[src/rtl/lsu_defs.sv]
// Shared definitions for the load/store controller: funct3 codes, access
// widths and the controller state encoding.
package lsu_defs;

  localparam logic [2:0] F3_B  = 3'b000;
  localparam logic [2:0] F3_H  = 3'b001;
  localparam logic [2:0] F3_W  = 3'b010;
  localparam logic [2:0] F3_BU = 3'b100;
  localparam logic [2:0] F3_HU = 3'b101;

  localparam int SIZE_B = 8;
  localparam int SIZE_H = 16;
  localparam int SIZE_W = 32;

  typedef enum logic [2:0] {
    S_IDLE,
    S_RD,
    S_RMW_RD,
    S_WR,
    S_RESP
  } state_t;

endpackage

[src/rtl/lsu_lane_align.sv]
// Combinational lane logic: load extraction/extension, sub-word store merge,
// and illegal/misaligned access detection.
module lsu_lane_align
  import lsu_defs::*;
(
  input  logic [2:0]  funct3,
  input  logic [1:0]  addr_lo,
  input  logic        is_store,
  input  logic [31:0] word,
  input  logic [31:0] wdata,
  output logic [31:0] load_val,
  output logic [31:0] store_word,
  output logic        err
);

  logic [SIZE_B-1:0] b;
  logic [SIZE_H-1:0] h;
  logic              illegal;
  logic              misalign;

  always_comb begin
    b          = word[{addr_lo, 3'b000} +: SIZE_B];
    h          = word[{addr_lo[1], 4'b0000} +: SIZE_H];
    load_val   = '0;
    store_word = word;
    illegal    = 1'b0;
    misalign   = 1'b0;
    case (funct3)
      F3_B: begin
        load_val = {{(SIZE_W-SIZE_B){b[SIZE_B-1]}}, b};
        store_word[{addr_lo, 3'b000} +: SIZE_B] = wdata[SIZE_B-1:0];
      end
      F3_H: begin
        load_val = {{(SIZE_W-SIZE_H){h[SIZE_H-1]}}, h};
        store_word[{addr_lo[1], 4'b0000} +: SIZE_H] = wdata[SIZE_H-1:0];
        misalign = addr_lo[0];
      end
      F3_W: begin
        load_val   = word;
        store_word = wdata;
        misalign   = |addr_lo;
      end
      // Unsigned variants exist only for loads
      F3_BU: begin
        load_val = {{(SIZE_W-SIZE_B){1'b0}}, b};
        illegal  = is_store;
      end
      F3_HU: begin
        load_val = {{(SIZE_W-SIZE_H){1'b0}}, h};
        illegal  = is_store;
        misalign = addr_lo[0];
      end
      default: illegal = 1'b1;
    endcase
    err = illegal | misalign;
  end

endmodule

[src/rtl/data_mem_ctrl.sv]
// Load/store controller between the core data port and a word-only data_mem.
// Sub-word stores are done as read-modify-write.
module data_mem_ctrl
  import lsu_defs::*;
#(
  parameter int MEM_RD_LAT = 1,
  parameter int DATA_W     = 32
) (
  input  logic              clk,
  input  logic              rst,
  input  logic              req_i,
  input  logic              we_i,
  input  logic [2:0]        funct3_i,
  input  logic [31:0]       addr_i,
  input  logic [DATA_W-1:0] wdata_i,
  output logic [DATA_W-1:0] rdata_o,
  output logic              ready_o,
  output logic              err_o,
  output logic              busy_o,
  output logic              mem_ce_o,
  output logic              mem_we_o,
  output logic [31:0]       mem_addr_o,
  output logic [DATA_W-1:0] mem_wdata_o,
  input  logic [DATA_W-1:0] mem_rdata_i
);

  localparam logic [1:0] LAT = 2'(MEM_RD_LAT);

  state_t            state, state_nx;
  logic              we_q, err_q;
  logic [2:0]        f3_q;
  logic [31:0]       addr_q;
  logic [DATA_W-1:0] wdata_q, word_q, result_q;
  logic [1:0]        cnt;

  logic              idle, accept, rd_phase, cap;
  logic [2:0]        al_f3;
  logic [1:0]        al_lo;
  logic              al_store, al_err;
  logic [31:0]       al_word, load_val, store_word;

  assign idle     = (state == S_IDLE);
  assign accept   = idle & req_i;
  assign rd_phase = (state == S_RD) || (state == S_RMW_RD);
  assign cap      = rd_phase && (cnt == LAT);
  assign busy_o   = ~idle;

  // In IDLE the lane logic classifies the incoming request; afterwards it
  // works on the latched request.
  assign al_f3    = idle ? funct3_i    : f3_q;
  assign al_lo    = idle ? addr_i[1:0] : addr_q[1:0];
  assign al_store = idle ? we_i        : we_q;
  assign al_word  = (state == S_WR) ? word_q : mem_rdata_i;

  lsu_lane_align u_align (
    .funct3     (al_f3),
    .addr_lo    (al_lo),
    .is_store   (al_store),
    .word       (al_word),
    .wdata      (wdata_q),
    .load_val   (load_val),
    .store_word (store_word),
    .err        (al_err)
  );

  always_ff @(posedge clk or negedge rst) begin
    if (!rst) state <= S_IDLE;
    else      state <= state_nx;
  end

  always_ff @(posedge clk or negedge rst) begin
    if (!rst) begin
      we_q     <= 1'b0;
      err_q    <= 1'b0;
      f3_q     <= '0;
      addr_q   <= '0;
      wdata_q  <= '0;
      word_q   <= '0;
      result_q <= '0;
      cnt      <= '0;
    end else begin
      cnt <= rd_phase ? cnt + 2'd1 : 2'd0;
      if (accept) begin
        we_q     <= we_i;
        f3_q     <= funct3_i;
        addr_q   <= addr_i;
        wdata_q  <= wdata_i;
        err_q    <= al_err;
        result_q <= '0;
      end
      if (cap) begin
        word_q   <= mem_rdata_i;
        result_q <= we_q ? '0 : load_val;
      end
    end
  end

  always_comb begin
    state_nx    = state;
    ready_o     = 1'b0;
    err_o       = 1'b0;
    rdata_o     = '0;
    mem_ce_o    = 1'b0;
    mem_we_o    = 1'b0;
    mem_addr_o  = '0;
    mem_wdata_o = '0;
    case (state)
      S_IDLE: begin
        if (req_i) begin
          if (al_err)              state_nx = S_RESP;
          else if (!we_i)          state_nx = S_RD;
          else if (funct3_i == F3_W) state_nx = S_WR;
          else                     state_nx = S_RMW_RD;
        end
      end
      S_RD, S_RMW_RD: begin
        mem_ce_o   = 1'b1;
        mem_addr_o = {addr_q[31:2], 2'b00};
        if (cap) state_nx = (state == S_RD) ? S_RESP : S_WR;
      end
      S_WR: begin
        mem_ce_o    = 1'b1;
        mem_we_o    = 1'b1;
        mem_addr_o  = {addr_q[31:2], 2'b00};
        mem_wdata_o = store_word;
        state_nx    = S_RESP;
      end
      S_RESP: begin
        ready_o  = 1'b1;
        err_o    = err_q;
        rdata_o  = result_q;
        state_nx = S_IDLE;
      end
      default: state_nx = S_IDLE;
    endcase
  end

endmodule

[config.mk]
export PLATFORM = sky130hd
export DESIGN_NAME = data_mem_ctrl
export DESIGN_NICKNAME = d
export VERILOG_FILES = /design/src/rtl/lsu_defs.sv /design/src/rtl/lsu_lane_align.sv /design/src/rtl/data_mem_ctrl.sv
export SDC_FILE = /design/constraint.sdc
export NUM_CORES = 1
export LEC_CHECK = 0
export BUFFER_PORTS_ARGS = -buffer_cell sky130_fd_sc_hd__clkbuf_2
export CAP_MARGIN = 10
export CELL_PAD_IN_SITES_DETAIL_PLACEMENT = 1
export CELL_PAD_IN_SITES_GLOBAL_PLACEMENT = 2
export CORE_MARGIN = 4
export CORE_UTILIZATION = 36
export CTS_CLUSTER_DIAMETER = 50
export DETAILED_ROUTE_END_ITERATION = 16
export PLACE_DENSITY = 0.94
export SETUP_SLACK_MARGIN = 0.02
export SLEW_MARGIN = 10
export SYNTH_ARGS = -nofsm -noshare
export SYNTH_HDL_FRONTEND = slang
export SYNTH_SLANG_ARGS = --single-unit
[constraint.sdc]
create_clock -name clk -period 11.1 [get_ports clk]
set_input_delay 2.775 -clock clk [delete_from_list [all_inputs] [get_ports clk]]
set_output_delay 2.775 -clock clk [all_outputs]
set_load 0.01 [all_outputs]
Yosys cells after proc, flatten, opt, wreduce, memory -nomap -nowiden
Index checks and enable logic that the tools add are counted.
W data, S select, Z words.

cells by class
  shifts and indexed selects = 6
  add/sub/neg operators = 3
  mux-type cells = 28
  bitwise gates (word level) = 3
  equality and inequality tests = 12
  reductions and logical operators = 12

operator list
  kind                       count
  $mux W32                   7
  $pmux W32 S5               1
  $pmux W32 S3               1
  $bwmux W32                 2
  $shift A16 B7 Y32 const A  1
  $shift A8 B7 Y32 const A   1
  $shiftx A16 B7 Y32         1
  $shiftx A32 B6 Y16         1
  $shiftx A32 B6 Y8          1
  $shiftx A8 B7 Y32          1
  $mux W3                    5
  $neg A5 Y7                 2
  $eq A3 B2 Y1 const B       4
  $eq A3 B3 Y1 const B       3
  $pmux W3 S3                1
  $reduce_or A2 Y1           4
  $eq A3 B1 Y1 const B       2
  $logic_not A3 Y1           2
  $mux W1                    6
  $mux W2                    3
  $reduce_or A3 Y1           2
  $ne A2 B2 Y1 const B       2
  $pmux W1 S2                2
  $add A2 B1 Y2 const B      1
  other kinds (8)            8

storage, ports and cells
  output and inout bits = 101
  flip-flop bits (word level) = 138
  logic and storage cells = 73
  input port bits = 103

Longest topological paths before layout
  word-level depth = 9
  depth in mapped cells = 12
  mapped depth without buffers = 9

Hierarchy
Synthesis repeated with hierarchy kept, for this count alone.

second synthesis, totals
  cell total of the unflattened synthesis = 811
  area, all modules = 8567.0 um2

modules (own cells, without submodules)
  module          instances  cells an instance  area each (um2)
  data_mem_ctrl   1          492                6399.9
  lsu_lane_align  1          319                2167.1

Worst setup path before layout
No wires, ideal clock.

  path kind = input-to-output
  from = input port addr_i[1]
  to = output port mem_wdata_o[16]
  stages = 10
  data arrival time = 5.513 ns
  buffers on the path = 2
  slack = 2.812 ns
  cell sequence = or4b_4 and2_1 buf_6 buf_2 ha_1 or3b_2 a211oi_1 a22oi_2 o211ai_1 a32o_1

between the ends
  cells in the longest elaborated chain, start to end = 6
  elaborated cells on any way between the ends = 11

RTL lines
  what                                        RTL line                                    text
  from (decl)                                 data_mem_ctrl.sv:14                         input logic [31:0] addr_i,
  $mux W2 (*)                                 data_mem_ctrl.sv:51                         assign al_lo = idle ? addr_i[1:0] : addr_q[1:0];
  $neg A5 Y7, on equally long branches        lsu_lane_align.sv:35, lsu_lane_align.sv:31
  $shiftx A16 B7 Y32 (tied with other cells)  lsu_lane_align.sv:35                        store_word[{addr_lo[1], 4'b0000} +: SIZE_H] = wdata[SIZE_H-1:0];
  $bwmux W32, on equally long branches        lsu_lane_align.sv:35, lsu_lane_align.sv:31
  $pmux W32 S3 (*)                            lsu_lane_align.sv:28                        case (funct3)
  $mux W32 (*)                                data_mem_ctrl.sv:107                        case (state)
  to (decl)                                   data_mem_ctrl.sv:23                         output logic [DATA_W-1:0] mem_wdata_o,

Mark *: on every way between the ends. The rest lies on a longest branch, timed or not.

Worst setup path in the final report
  from = input port addr_i[1]
  to = output port mem_wdata_o[22]

Same word-level chain as after synthesis.

==> metrics.md <==
| Metric | Value |
|---|---|
| Status | complete, no violations |
| Detail Route Antenna Nets | 0 |
| Required time of the critical path | 8330 ps |
| Commonest non-fill, non-tap cells in the layout | 200 x clkbuf_2, 138 x dfrtp_1, 101 x mux2_2, 59 x nand2_1, 46 x mux2i_1 |
| Main synth FF type | dfrtp_1 |
| Post-Syn Area | between 8000 and 9000 sq um |
| IO Port Bufs | 201 |
| Dpl hpwl | 21200 um |
| Initial antenna violation count | 1 |
| Number of flops mapped to enable cells by yosys | 0 |
| Die footprint | 25200 sq um |
| Skew final | roughly 13 ps |
| Maxcap violations | 0 |
| Setup_tns | 0 ps |
| Wire length per cell | between 20 and 25 um |
| Clk_lat worst skew | around 430 ps |
| Startpoint Class | input port |
| Final net count | 1043 |
| DRT iter0 DRCs | 478 |
| Synth async-reset ratio | 100% |
| Post-Place Worst Slack | 1990 ps |
| Post-synthesis sequential area ratio | 42.2% |
| Worst Setup Path Type | input port to primary output |
| Yosys cell types | between 70 and 80 |
| Post-route setup slack | 1860 ps |
| Total wire length | 28200 um |
| Remaining DRCs | 0 |
| Synth Instances | 768 |
| Register bit total from synthesis | 138 |
| Post-DR vias/cell | ~5.8 |
| CTS tree | yes |
| Static leakage | 4.79 nW |
| Final Setup Violations | 0 |
| Worst VDD drop | 135 uV |
| Avg Cell Area, Syn | roughly 11 sq um |
| Clock root buffer | clkbuf_16 |
| Layout area overhead | 20.6% |
| Fmax achieved | 108 MHz |
| Period utilisation layout | 83.3% |
| CTS Sinks | roughly 140 |
| Worst-path clk slew | 60 ps |
| Vias in the first global route | 7492 |
| Crit path max fanout | 19 |
| CP most frequent cell | clkbuf_2 |
| Slowest-stage cell, CP | a211oi_1 |
| Total power | 2.73 mW |
| Worst stage delay on the critical path | 520 ps |
| RSZ-0062 raised after global routing | no |
| Top delay family on crit path | simple AND/OR/NAND/NOR gates |
| Hold Fails Final Rpt | 0 |
| Least-Margin Pin Slew | 1200 ps |
| Worst rel slew slack | 18.0% |
| Post-CTS repair timing setup buffer count | 0 |
| Pre-Repair DR Iteration Count | 5 |
| First-pass GRT wire length | 44500 um |
| Core box area | around 22000 sq um |
| Total track usage | ~22% |
| Die H | 159 um |
| Remaining global-route overflow | 0 |
| Fillcell total | 2522 |
| DR vias | 7088 |
| Pin count of the biggest net entering global routing | 79 |
| CTS resizes | 0 |
| Area occupied by multi-input gates | ~4400 sq um |
| Die Wd | 159 um |
| CTS Hold Bufs | 0 |
| Hold Crit Class | flip-flop to flip-flop |
| Starting Density | around 37% |
| Pins Over Slew Limit | 0 |
| Crit path DAT | 6470 ps |
| RePlAce Congestion | around 0.9 |
| CTS max path bufs | 2 |
| H-tree depth | 4 |
| Commonest non-fill, non-tap cell in the layout | clkbuf_2 |
| Share of cells above drive strength 1 | 40.0% |
| Diode count | 0 |
| CP Cell Sequence | clkbuf_2 > or4b_4 > and2_1 > inv_2 > ha_1 > or3b_2 > a211oi_1 > a22oi_2 > o211ai_1 > a32o_1 > clkbuf_2 |
| CP bufs+invs | 3 |
| Fin crit period | around 9000 ps |
| Power per cell area | approximately 280 nW/um^2 |
| Register area | about 3500 sq um |
| Num rows | 54 |
| I/O pin total | 204 |
| Ys Warns | 0 |
| Crit. End Element | primary output |
| TritonCTS buffer count | 17 |
[per-stage QoR]
| step | hold slack, ps | instances | instance area, sq um | util, % |
|---|---|---|---|---|
| after floorplan | 409 | 769 | 8180 | - |
| after global placement | 419 | 1197 | 9300 | 42.1 |
| after detailed placement | 433 | 1197 | 9300 | 42.1 |
| after CTS | 441 | 1229 | 9860 | 44.6 |
| after global routing | 467 | 1229 | 9860 | 44.6 |
| final | 439 | 1229 | 9860 | 44.6 |
[registers in the layout, summed over array words and instances (netlist names)]
name / cells
word_q: 32
we_q: 1
state: 3
cnt: 2
addr_q: 32
err_q: 1
f3_q: 3
wdata_q: 32
result_q: 32
[cell usage after synthesis (2+ instances only)]
master,number,area (sq um)
dfrtp_1,138,3450
mux2_2,101,1140
nand2_1,59,221
mux2i_1,46,460
and2_1,41,257
clkbuf_1,37,139
and3_1,34,213
nor2_1,30,113
o21ai_0,30,150
a21oi_1,21,105
o211ai_1,13,97.6
a221oi_1,12,105
buf_2,12,60.1
inv_1,12,45.0
o211ai_2,12,150
o221ai_1,11,96.3
a221o_1,10,100
a22o_1,10,87.6
a22oi_1,9,67.6
nor3_1,9,45.0
a2bb2oi_1,7,61.3
buf_6,7,78.8
a211oi_1,6,45.0
a32o_1,6,60.1
o22ai_1,6,37.5
buf_4,5,37.5
nand2b_1,5,31.3
nor3b_1,5,37.5
o221a_2,5,56.3
ha_1,4,50.1
a21oi_2,3,26.3
nand3_1,3,15.0
nand3b_1,3,22.5
nor2b_1,3,18.8
o2111ai_1,3,26.3
o2bb2ai_1,3,26.3
a211o_1,2,17.5
a21o_1,2,15.0
and4b_1,2,20.0
inv_2,2,7.51
nor4bb_1,2,20.0
o31a_1,2,17.5
or2_1,2,12.5
or3_1,2,12.5
[worst paths after layout]
check / slack, ps / end / cells after the start / start
min in group asynchronous: 2330 / addr_q[27]$_DFFE_PN0P_ / 1 / rst
worst min register to register: 440 / cnt[0]$_DFF_PN0_ / 1 / cnt[0]$_DFF_PN0_
worst max-delay path: 1860 / mem_wdata_o[22] / 11 / addr_i[1]
worst min-delay path: 440 / cnt[0]$_DFF_PN0_ / 1 / cnt[0]$_DFF_PN0_
max in group asynchronous: 7370 / result_q[11]$_DFFE_PN0P_ / 2 / rst
worst max register to register: 7490 / result_q[16]$_DFFE_PN0P_ / 6 / state[0]$_DFFE_PN0P_
[cell families (layout without fill, tap and decap cells)]
group | count (synthesis) | count (layout) | synth area share, %
fa+ha+maj | 4 | 4 | 0.612
buf+inv | 76 | 256 | 4.54
flops | 138 | 138 | 42.2
compound gates | 190 | 190 | 18.8
simple gates | 211 | 211 | 14.1
other cells | 1 | 2 | 0.0459
mux | 147 | 147 | 19.5
xor+xnor | 1 | 1 | 0.107
[report_power, final]
| group | internal [mW] | total (mW) | leakage, nW | switching, mW |
|---|---|---|---|---|
| Combinational | 0.525 | 1.25 | 2.82 | 0.729 |
| Sequential | 0.717 | 0.931 | 1.70 | 0.214 |
| Clock | 0.304 | 0.547 | 0.274 | 0.243 |
| Total | 1.55 | 2.73 | 4.79 | 1.19 |
[cell type report]
cell class | count | area share [%]
Sequential cell | 138 | 35.0
Multi-Input combinational cell | 555 | 44.3
Clock inverter | 12 | 1.04
Timing Repair Buffer | 210 | 10.9
Tap cell | 280 | 3.55
Inverter | 14 | 0.533
Clock buffer | 20 | 4.63
[per-layer routing]
metal	share of wire, %	GRT usage [%]
met1	44	29.9
met2	47	36.1
met3	6.2	4.38
met4	2.4	6.82
met5	0.025	0
Note: power is estimated with default switching activity, not from simulation.
